==> config.mk <==
export PLATFORM = sky130hd
export DESIGN_NAME = frame_fetch_sched
export DESIGN_NICKNAME = d
export VERILOG_FILES = /design/src/rtl/frame_fetch_sched.sv
export SDC_FILE = /design/constraint.sdc
export NUM_CORES = 1
export LEC_CHECK = 0
export CORE_ASPECT_RATIO = 0.9
export CORE_MARGIN = 4
export CORE_UTILIZATION = 42
export DETAILED_ROUTE_END_ITERATION = 7
export GPL_TIMING_DRIVEN = 0
export PLACE_DENSITY_LB_ADDON = 0.05
export REMOVE_ABC_BUFFERS = 1
export SETUP_SLACK_MARGIN = 0.05
export SLEW_MARGIN = 20
export SYNTH_ARGS = -nofsm -noshare
export SYNTH_HDL_FRONTEND = slang
export SYNTH_SLANG_ARGS = --single-unit
==> constraint.sdc <==
create_clock -name clk -period 3.3 [get_ports clk]
set_input_delay 0.495 -clock clk [delete_from_list [all_inputs] [get_ports clk]]
set_output_delay 0.495 -clock clk [all_outputs]
set_load 0.05 [all_outputs]
==> src/rtl/frame_fetch_sched.sv <==
// frame_fetch_sched
//   Bus master for the line reader's video-memory read port. When the reader
//   finishes a line (status_which_line toggles) or a histogram
//   (status_which_histo toggles), the completed half is fetched word by word
//   over vm_* and streamed to a valid/ready consumer.
//   Line jobs take priority over histogram jobs. A job is never preempted.
//
// Ports
//   clk, rst                 clock, synchronous active-high reset
//   status_which_line        reader's current line write half
//   status_which_histo       reader's current histogram half
//   vm_address[8:0]          {kind, half, word index}
//   vm_bus_enable, vm_rw     read request strobe (vm_rw mirrors vm_bus_enable)
//   vm_acknowledge           read data valid this cycle
//   vm_read_data[63:0]       read data
//   out_data/out_valid/out_ready  consumer stream
//   out_kind                 0 = line word, 1 = histogram word
//   out_first/out_last       first/last word of the job (qualified by out_valid)
//   busy                     job in progress
//   overrun_count[7:0]       saturating count of dropped jobs
//
// Optional build macro FETCH_TIMEOUT_EN: abort a request that goes
// ACK_TIMEOUT cycles without an acknowledge.
module frame_fetch_sched #(
  parameter int LINE_WORDS  = 128,
  parameter int HISTO_WORDS = 128,
  parameter int ACK_TIMEOUT = 15
) (
  input  logic        clk,
  input  logic        rst,
  input  logic        status_which_line,
  input  logic        status_which_histo,
  output logic [8:0]  vm_address,
  output logic        vm_bus_enable,
  output logic        vm_rw,
  input  logic        vm_acknowledge,
  input  logic [63:0] vm_read_data,
  output logic [63:0] out_data,
  output logic        out_valid,
  input  logic        out_ready,
  output logic        out_kind,
  output logic        out_first,
  output logic        out_last,
  output logic        busy,
  output logic [7:0]  overrun_count
);

  typedef enum logic [1:0] {IDLE, REQ, OUT} state_t;

  localparam logic [6:0] LINE_LAST  = 7'(LINE_WORDS - 1);
  localparam logic [6:0] HISTO_LAST = 7'(HISTO_WORDS - 1);

  state_t     state_reg;
  logic       line_prev_reg, histo_prev_reg;
  logic       line_pend_reg, histo_pend_reg;
  logic       line_half_reg, histo_half_reg;
  logic       job_half_reg;
  logic [6:0] idx_reg;

  logic       line_tog, histo_tog;
  logic       line_take, histo_take;
  logic       line_ovr, histo_ovr;
  logic       timeout_abort;
  logic       is_last;
  logic [1:0] ovr_inc;
  logic [8:0] ovr_sum;

  assign line_tog   = status_which_line != line_prev_reg;
  assign histo_tog  = status_which_histo != histo_prev_reg;
  assign line_take  = (state_reg == IDLE) && line_pend_reg;
  assign histo_take = (state_reg == IDLE) && !line_pend_reg && histo_pend_reg;
  // A toggle only drops a job if the previous one of that kind is still
  // pending and is not being picked up in this very cycle.
  assign line_ovr   = line_tog && line_pend_reg && !line_take;
  assign histo_ovr  = histo_tog && histo_pend_reg && !histo_take;
  assign is_last    = idx_reg == (out_kind ? HISTO_LAST : LINE_LAST);

`ifdef FETCH_TIMEOUT_EN
  localparam int TW = $clog2(ACK_TIMEOUT + 1);
  logic [TW-1:0] to_cnt_reg;
  assign timeout_abort = (state_reg == REQ) && !vm_acknowledge &&
                         (to_cnt_reg == TW'(ACK_TIMEOUT - 1));
`else
  assign timeout_abort = 1'b0;
`endif

  assign ovr_inc = {1'b0, line_ovr} + {1'b0, histo_ovr} + {1'b0, timeout_abort};
  assign ovr_sum = {1'b0, overrun_count} + {7'd0, ovr_inc};

  assign vm_rw     = vm_bus_enable;
  assign busy      = state_reg != IDLE;
  assign out_first = out_valid && (idx_reg == 7'd0);
  assign out_last  = out_valid && is_last;

  always_ff @(posedge clk) begin
    if (rst) begin
      state_reg      <= IDLE;
      // Load the current status so reset itself never looks like a toggle.
      line_prev_reg  <= status_which_line;
      histo_prev_reg <= status_which_histo;
      line_pend_reg  <= 1'b0;
      histo_pend_reg <= 1'b0;
      line_half_reg  <= 1'b0;
      histo_half_reg <= 1'b0;
      job_half_reg   <= 1'b0;
      idx_reg        <= 7'd0;
      vm_address     <= 9'd0;
      vm_bus_enable  <= 1'b0;
      out_data       <= 64'd0;
      out_valid      <= 1'b0;
      out_kind       <= 1'b0;
      overrun_count  <= 8'd0;
`ifdef FETCH_TIMEOUT_EN
      to_cnt_reg     <= '0;
`endif
    end else begin
      line_prev_reg  <= status_which_line;
      histo_prev_reg <= status_which_histo;

      // The completed half is the one the reader just left.
      if (line_tog) begin
        line_pend_reg <= 1'b1;
        line_half_reg <= !status_which_line;
      end else if (line_take) begin
        line_pend_reg <= 1'b0;
      end

      if (histo_tog) begin
        histo_pend_reg <= 1'b1;
        histo_half_reg <= !status_which_histo;
      end else if (histo_take) begin
        histo_pend_reg <= 1'b0;
      end

      overrun_count <= ovr_sum[8] ? 8'hFF : ovr_sum[7:0];

      case (state_reg)
        IDLE: begin
          if (line_take || histo_take) begin
            out_kind      <= histo_take;
            job_half_reg  <= histo_take ? histo_half_reg : line_half_reg;
            idx_reg       <= 7'd0;
            vm_bus_enable <= 1'b1;
            vm_address    <= {histo_take, (histo_take ? histo_half_reg : line_half_reg), 7'd0};
            state_reg     <= REQ;
`ifdef FETCH_TIMEOUT_EN
            to_cnt_reg    <= '0;
`endif
          end
        end
        REQ: begin
          if (vm_acknowledge) begin
            out_data      <= vm_read_data;
            out_valid     <= 1'b1;
            vm_bus_enable <= 1'b0;
            state_reg     <= OUT;
          end else if (timeout_abort) begin
            vm_bus_enable <= 1'b0;
            state_reg     <= IDLE;
          end
`ifdef FETCH_TIMEOUT_EN
          else begin
            to_cnt_reg <= to_cnt_reg + 1'b1;
          end
`endif
        end
        OUT: begin
          // The request is already low here, giving the reader its idle cycle.
          if (out_ready) begin
            out_valid <= 1'b0;
            if (is_last) begin
              state_reg <= IDLE;
            end else begin
              idx_reg       <= idx_reg + 7'd1;
              vm_bus_enable <= 1'b1;
              vm_address    <= {out_kind, job_half_reg, idx_reg + 7'd1};
              state_reg     <= REQ;
`ifdef FETCH_TIMEOUT_EN
              to_cnt_reg    <= '0;
`endif
            end
          end
        end
        default: state_reg <= IDLE;
      endcase
    end
  end

endmodule
==> flow_summary_export.csv, run 1 <==
group,metric,value,unit
status,status,"finished, final reports clean",
route,vias,3413,
yosys,syn_area,3530,um^2
sta,setup_viol,0,
yosys,synth_mux_area_share,0.319,%
setup_path,critical_path_class,"reg -> out",
final_layout,layout_commonest_cell,"clkdlybuf4s50_1",
cts,clkSinkCount,93,
floorplan,io_pins,158,
cts,cts-root-buf,"clkbuf_8",
sta,max-slew-margin-rel,51.9,%
grt,gr-usage-met1,23.3,%
sta,rsz0062_at_grt,"no",
place,place_hpwl,6910,um
sta,final-hold-violation-count,0,
final_layout,instances_no_fill,684,
setup_path,crit_slowest_cell,"clkdlybuf4s50_1",
floorplan,num_rows,31,
final_layout,max_flop_register,"out_data",
floorplan,initial_core_util,43.5,%
cts,cts_buffers,9,
sta,drv_slew,0,
floorplan,die_w,105,um
sta,tightest_slew,0.721,ns
sta,clock_skew,0.00967,ns
cts,cts.clk_slew.worst_paths,0.09,ns
place,io_buffer_count,157,
final_layout,syn_to_final_growth,52.6,%
setup_path,critical_path_arrival,2.22,ns
cts,htree_levels,3,
yosys,syn_inst,438,
run,maxCapViolCount,0,
setup_path,cp.required,2.80,ns
final_layout,multi_input_area,1530,um^2
route,drc,0,
floorplan,dieHeight,95.0,um
setup_path,r2r_slack,0.70,ns
min_path,min_path_type,"reg -> reg",
grt,grt_max_degree,70,
yosys,synth-compound-area-share,16.0,%
setup_path,timing.rr.end,"overrun_count[0]",
setup_path,r2r_start,"state_reg[1]",
pwr,power_per_cell_area,501,nW/um^2
setup_path,critPathLaunchType,"register",
final_layout,most-common-layout-cells,"155 x clkdlybuf4s50_1, 135 x nand2_1, 93 x dfxtp_1, 83 x a21oi_1, 12 x nor2_1",
cts,cts_buffer_depth,2,
grt,grt_usage,19.6,%
route,viasPerCell,4.99,
final_layout,drive_gt1_share,4.10,%
route,drt_pass1_iterations,4,
route,drtIter0Drc,125,
final_layout,antennaDiodeCount,0,
pwr,vdd.ir_drop.worst,0.000330,V
final_layout,seq_area,1860,um^2
sta,holdWs,0.454,ns
grt,antenna_found_initial,0,
final_layout,largestRegisters,"out_data: 64 flops, vm_address: 9 flops, overrun_count: 8 flops",
setup_path,crit_buf_inv,2,
yosys,synth_top_family_by_area,"simple AND/OR/NAND/NOR gates",
min_path,min_to,"out_data[4]",
min_path,hold_path_depth,2,
cts,post_cts_buffers,0,
place,globalplace.congestion,0.801,
final_layout,largest_reg_flops,64,
floorplan,dieArea,9940,um^2
yosys,yosys.area_share.simple,24.4,%
setup_path,path_cells,"inv_1 -> ha_1 -> nor4b_1 -> and3_1 -> clkdlybuf4s50_1",
setup_path,cp_max_fo,7,
pwr,power.leakage,1.93,nW
yosys,synth_warnings,0,
final_layout,finalNetCount,653,
sta,min_period,2.72,ns
place,dp.cells,668,
grt,top_usage_layer,"met2",
yosys,synth_fa_ha_area_share,1.28,%
yosys,syn-mean-instance-area,8.06,um^2
setup_path,r2r_cells,8,
grt,use_met3,8.75,%
setup_path,max_stage_delay,0.81,ns
yosys,synth_seq_cells,93,
cts,clock_latency,0.35,ns
grt,grt_pass1_wl,15800,um
yosys,synth_xor_area_share,0.993,%
min_path,hp-start,"out_data[4]",
sta,max_freq,0.368,GHz
setup_path,cpLargestDelayFamily,"buffers and inverters",
route,wl,9730,um
sta,fin_crit_sh,82.4,%
floorplan,core-area,8110,um^2
route,ant_nets,0,
route,drt-wirelength-per-cell,14.2,um
final_layout,fillers,709,
setup_path,setup.worst_path.end_class,"output port",
yosys,synth-seq-area-share,52.7,%
yosys,synthDistinctLibCells,43,
grt,overflow,0,
grt,grt.met2_usage,32.9,%
cts,tritoncts,"done",
grt,grt_pass1_vias,3283,
==> logic make-up after synthesis <==
logic type | after synthesis
xor gates and xnor gates | 4
adders and majority gates | 3
muxes | 1
AOI/OAI and AO/OA | 105
buffers and inverters | 36
DFF | 93
and+or+nand+nor | 196
==> metal layers <==
layer  wire [um]  vias to the layer above
li1            -                     1742
met1        4070                     1546
met2        4680                      121
met3         927                        4
met4          53                        0
met5           0                        -
==> worst max-delay path by stage <==
stage | depth (start not counted) | end | slack (ns) | startpoint
2_1_floorplan | 4 | out_data[0] | 0.40 | vm_acknowledge
3_3_place_gp | 5 | out_data[17] | -1.49 | vm_acknowledge
3_5_place_dp | 8 | overrun_count[0] | 0.40 | status_which_histo
4_1_cts | 5 | out_last | 0.20 | vm_address[0]
5_1_grt | 5 | out_last | 0.39 | vm_address[0]
6_report | 5 | out_first | 0.58 | vm_address[0]
==> area by class of cell <==
| cell class | count | area share [%] |
|---|---|---|
| flip-flops and latches | 93 | 34.6 |
| repair buffers | 160 | 30.7 |
| multi-input cells | 309 | 28.4 |
| clock buffers | 12 | 2.69 |
| well taps | 99 | 2.30 |
| clock inverters | 4 | 0.883 |
| inverters | 7 | 0.488 |
==> through the flow <==
step | area (um^2) | power [mW] | setup TNS, ns | utilization, % | setup slack, ns
6_report | 5390 | 2.70 | 0 | 66.4 | 0.582
5_1_grt | 5390 | 2.83 | 0 | 66.4 | 0.393
4_1_cts | 5380 | 2.73 | 0 | 66.4 | 0.196
3_5_place_dp | 5190 | 1.98 | 0 | 64.0 | 0.404
3_3_place_gp | 5100 | 1.96 | -101.24 | 62.9 | -1.49
2_1_floorplan | 3410 | 1.67 | 0 | - | 0.397
==> worst min-delay path: stages (launching register included) <==
cell and delay (ns):
dfxtp_1 0.32, nand2_1 0.05, a21oi_1 0.05
==> report_power, final <==
| part | switching, mW | internal, mW |
|---|---|---|
| Clock | 0.378 | 0.369 |
| Sequential | 0.0504 | 1.19 |
| Combinational | 0.435 | 0.270 |
==> Yosys cell counts <==
| master | instances | area [um^2] |
|---|---|---|
| a21oi_1 | 83 | 415 |
| o211ai_1 | 1 | 7.51 |
| a31oi_1 | 3 | 18.8 |
| and4b_1 | 2 | 20.0 |
| and2b_1 | 1 | 7.51 |
| and2_1 | 1 | 6.26 |
| nor3b_1 | 1 | 7.51 |
| nand2_1 | 135 | 507 |
| buf_6 | 1 | 11.3 |
| o21ai_0 | 7 | 35.0 |
| a211oi_1 | 3 | 22.5 |
| or4_1 | 3 | 22.5 |
| o21a_1 | 1 | 7.51 |
| nor3_2 | 1 | 10.0 |
| buf_4 | 2 | 15.0 |
| xnor2_1 | 1 | 8.76 |
| nand3_1 | 8 | 40.0 |
| nor2b_1 | 3 | 18.8 |
| and3_1 | 3 | 18.8 |
| ha_1 | 2 | 25.0 |
| a21o_1 | 1 | 7.51 |
| clkbuf_1 | 22 | 82.6 |
| nand2b_1 | 1 | 6.26 |
| o211a_1 | 1 | 10.0 |
| nor4_1 | 1 | 6.26 |
| o21bai_1 | 2 | 15.0 |
| fa_1 | 1 | 20.0 |
| or2_2 | 3 | 18.8 |
| a21boi_0 | 1 | 7.51 |
| dfxtp_1 | 93 | 1860 |
| o2111ai_1 | 1 | 8.76 |
| buf_1 | 4 | 15.0 |
| or3_1 | 3 | 18.8 |
| inv_1 | 7 | 26.3 |
| nor2_1 | 13 | 48.8 |
| and2_0 | 1 | 6.26 |
| nor4b_1 | 3 | 26.3 |
| nand3b_1 | 1 | 7.51 |
| mux2_2 | 1 | 11.3 |
| xor2_1 | 3 | 26.3 |
| nor3_1 | 9 | 45.0 |
| nand4_1 | 3 | 18.8 |
| a41o_1 | 1 | 10.0 |
==> repair_timing <==
item	CTS	global route
endpoints found under the hold margin	0	0
endpoints found under the setup margin	0	1
gates resized for setup	0	1
hold buffers	0	0
No activity file was read; power rests on OpenSTA's default activity.
==> inputs of run 2 (changes only) <==
clock period = 2.55 ns   (was 3.3 ns; I/O delays follow)
==> run 2 against run 1 <==
  * Combinational power grew 29%
  * Highest routed layer unchanged
  * Final area up 0.35%
  * Global-route usage is the same
==> flow_summary_export.csv, run 2 (synthesis results as in run 1) <==
group,metric,value,unit
route,ant_nets,0,
floorplan,die_w,105,um
pwr,power.leakage,1.93,nW
setup_path,critical_path_class,"reg -> out",
final_layout,max_flop_register,"out_data",
final_layout,layout_commonest_cell,"clkdlybuf4s50_1",
route,vias,3434,
cts,clock_latency,0.35,ns
setup_path,r2r_slack,0.30,ns
floorplan,io_pins,158,
min_path,min_path_type,"in -> reg",
final_layout,syn_to_final_growth,53.1,%
grt,top_usage_layer,"met2",
place,io_buffer_count,157,
floorplan,dieHeight,95.0,um
floorplan,num_rows,31,
final_layout,antennaDiodeCount,0,
route,drt-wirelength-per-cell,14.3,um
sta,max-slew-margin-rel,51.9,%
sta,tightest_slew,0.722,ns
sta,fin_crit_sh,91.4,%
grt,grt_pass1_vias,3283,
run,maxCapViolCount,0,
cts,cts_buffers,9,
floorplan,core-area,8110,um^2
setup_path,setup.worst_path.end_class,"output port",
setup_path,cp_max_fo,7,
place,dp.cells,668,
setup_path,cp.required,2.17,ns
grt,gr-usage-met1,23.3,%
route,wl,9790,um
cts,tritoncts,"done",
sta,max_freq,0.429,GHz
route,drt_pass1_iterations,4,
status,status,"finished, final reports clean",
place,globalplace.congestion,0.801,
sta,setup_viol,0,
pwr,power_per_cell_area,646,nW/um^2
cts,holdBufCountCts,0,
setup_path,critical_path_arrival,1.95,ns
final_layout,instances_no_fill,686,
grt,grt_max_degree,70,
sta,finalWorstSetupSlack,0.220,ns
final_layout,most-common-layout-cells,"154 x clkdlybuf4s50_1, 135 x nand2_1, 91 x dfxtp_1, 83 x a21oi_1, 11 x nor2_1",
grt,antenna_found_initial,0,
floorplan,dieArea,9940,um^2
sta,drv_slew,0,
pwr,vdd.ir_drop.worst,0.000427,V
final_layout,largestRegisters,"out_data: 64 flops, vm_address: 9 flops, overrun_count: 8 flops",
grt,use_met3,8.75,%
final_layout,drive_gt1_share,5.28,%
grt,grt_pass1_wl,15800,um
final_layout,largest_reg_flops,64,
sta,min_period,2.33,ns
floorplan,initial_core_util,43.5,%
place,place_hpwl,6910,um
place,place_ws,-0.233,ns
sta,clock_skew,0.0127,ns
cts,htree_levels,3,
cts,cts-root-buf,"clkbuf_8",
cts,cts.clk_slew.worst_paths,0.09,ns
setup_path,critPathLaunchType,"register",
route,drtIter0Drc,121,
grt,grt.met2_usage,32.9,%
cts,cts_buffer_depth,2,
sta,rsz0062_at_grt,"no",
grt,overflow,0,
grt,grt_usage,19.6,%
route,viasPerCell,5.01,
route,drc,0,
final_layout,finalNetCount,655,
sta,final-hold-violation-count,0,
cts,clkSinkCount,93,
run 2: changes by cell type in the layout (fill, tap and decap cells not counted):
cell	delta
dlymetal6s2s_1	-1
clkdlybuf4s50_1	-1
buf_2	+1
clkdlybuf4s15_1	+1
dfxtp_2	+2
dfxtp_1	-2
nor2_4	+1
nor2_1	-1
buf_4	+2
and2_0	-1
and2_2	+1
run 2: area by class of cell:
type                    instances  area (um^2)
repair buffers                162         1660
fillers                       711         2700
well taps                      99          124
clock buffers                  12          145
flip-flops and latches         93         1860
clock inverters                 4         47.5
inverters                       7         26.3
multi-input cells             309         1540
run 2: path summary, 6_finish.rpt:
path / from / endpoint / cells after the start
worst max-delay path: vm_address[0] / out_last / 5
worst min-delay path: rst / out_data[24] / 2
worst max register to register: state_reg[1] / overrun_count[0] / 8
worst min register to register: out_data[4] / out_data[4] / 2
run 2: power by group:
group          switching, mW  total (mW)  internal [mW]
logic                  0.563       0.912          0.349
clock network          0.490       0.968          0.478
registers             0.0650        1.61           1.55
run 2: per-stage QoR:
| stage | instance area [um^2] | power, mW | util (%) | hold WS (ns) | TNS [ns] |
|---|---|---|---|---|---|
| after global routing | 5410 | 3.66 | 66.7 | 0.385 | 0 |
| after global placement | 5100 | 2.53 | 62.9 | 0.441 | -159.25 |
| after detailed placement | 5190 | 2.56 | 64.0 | 0.446 | -1.18 |
| final | 5410 | 3.49 | 66.7 | 0.382 | 0 |
| after floorplan | 3410 | 2.16 | - | 0.410 | -22.86 |
| after CTS | 5390 | 3.54 | 66.5 | 0.358 | 0 |
run 2: per-layer routing:
metal,vias up,wire length (um),share of wire [%]
met5,-,0,0
met1,1566,4050,41
met4,0,53,0.54
met3,5,907,9.3
li1,1745,-,-
met2,118,4780,49
run 2: critical path, stage by stage (launching register included):
cell	delay [ns]
dfxtp_1	0.42
ha_1	0.26
nand4_1	0.25
nor2_4	0.24
and2_1	0.15
buf_2	0.26
run 2: timing repair:
item / in CTS / in global routing
setup endpoints to repair: 6 / 8
buffers inserted: 0 / 2
resized for setup: 6 / 7
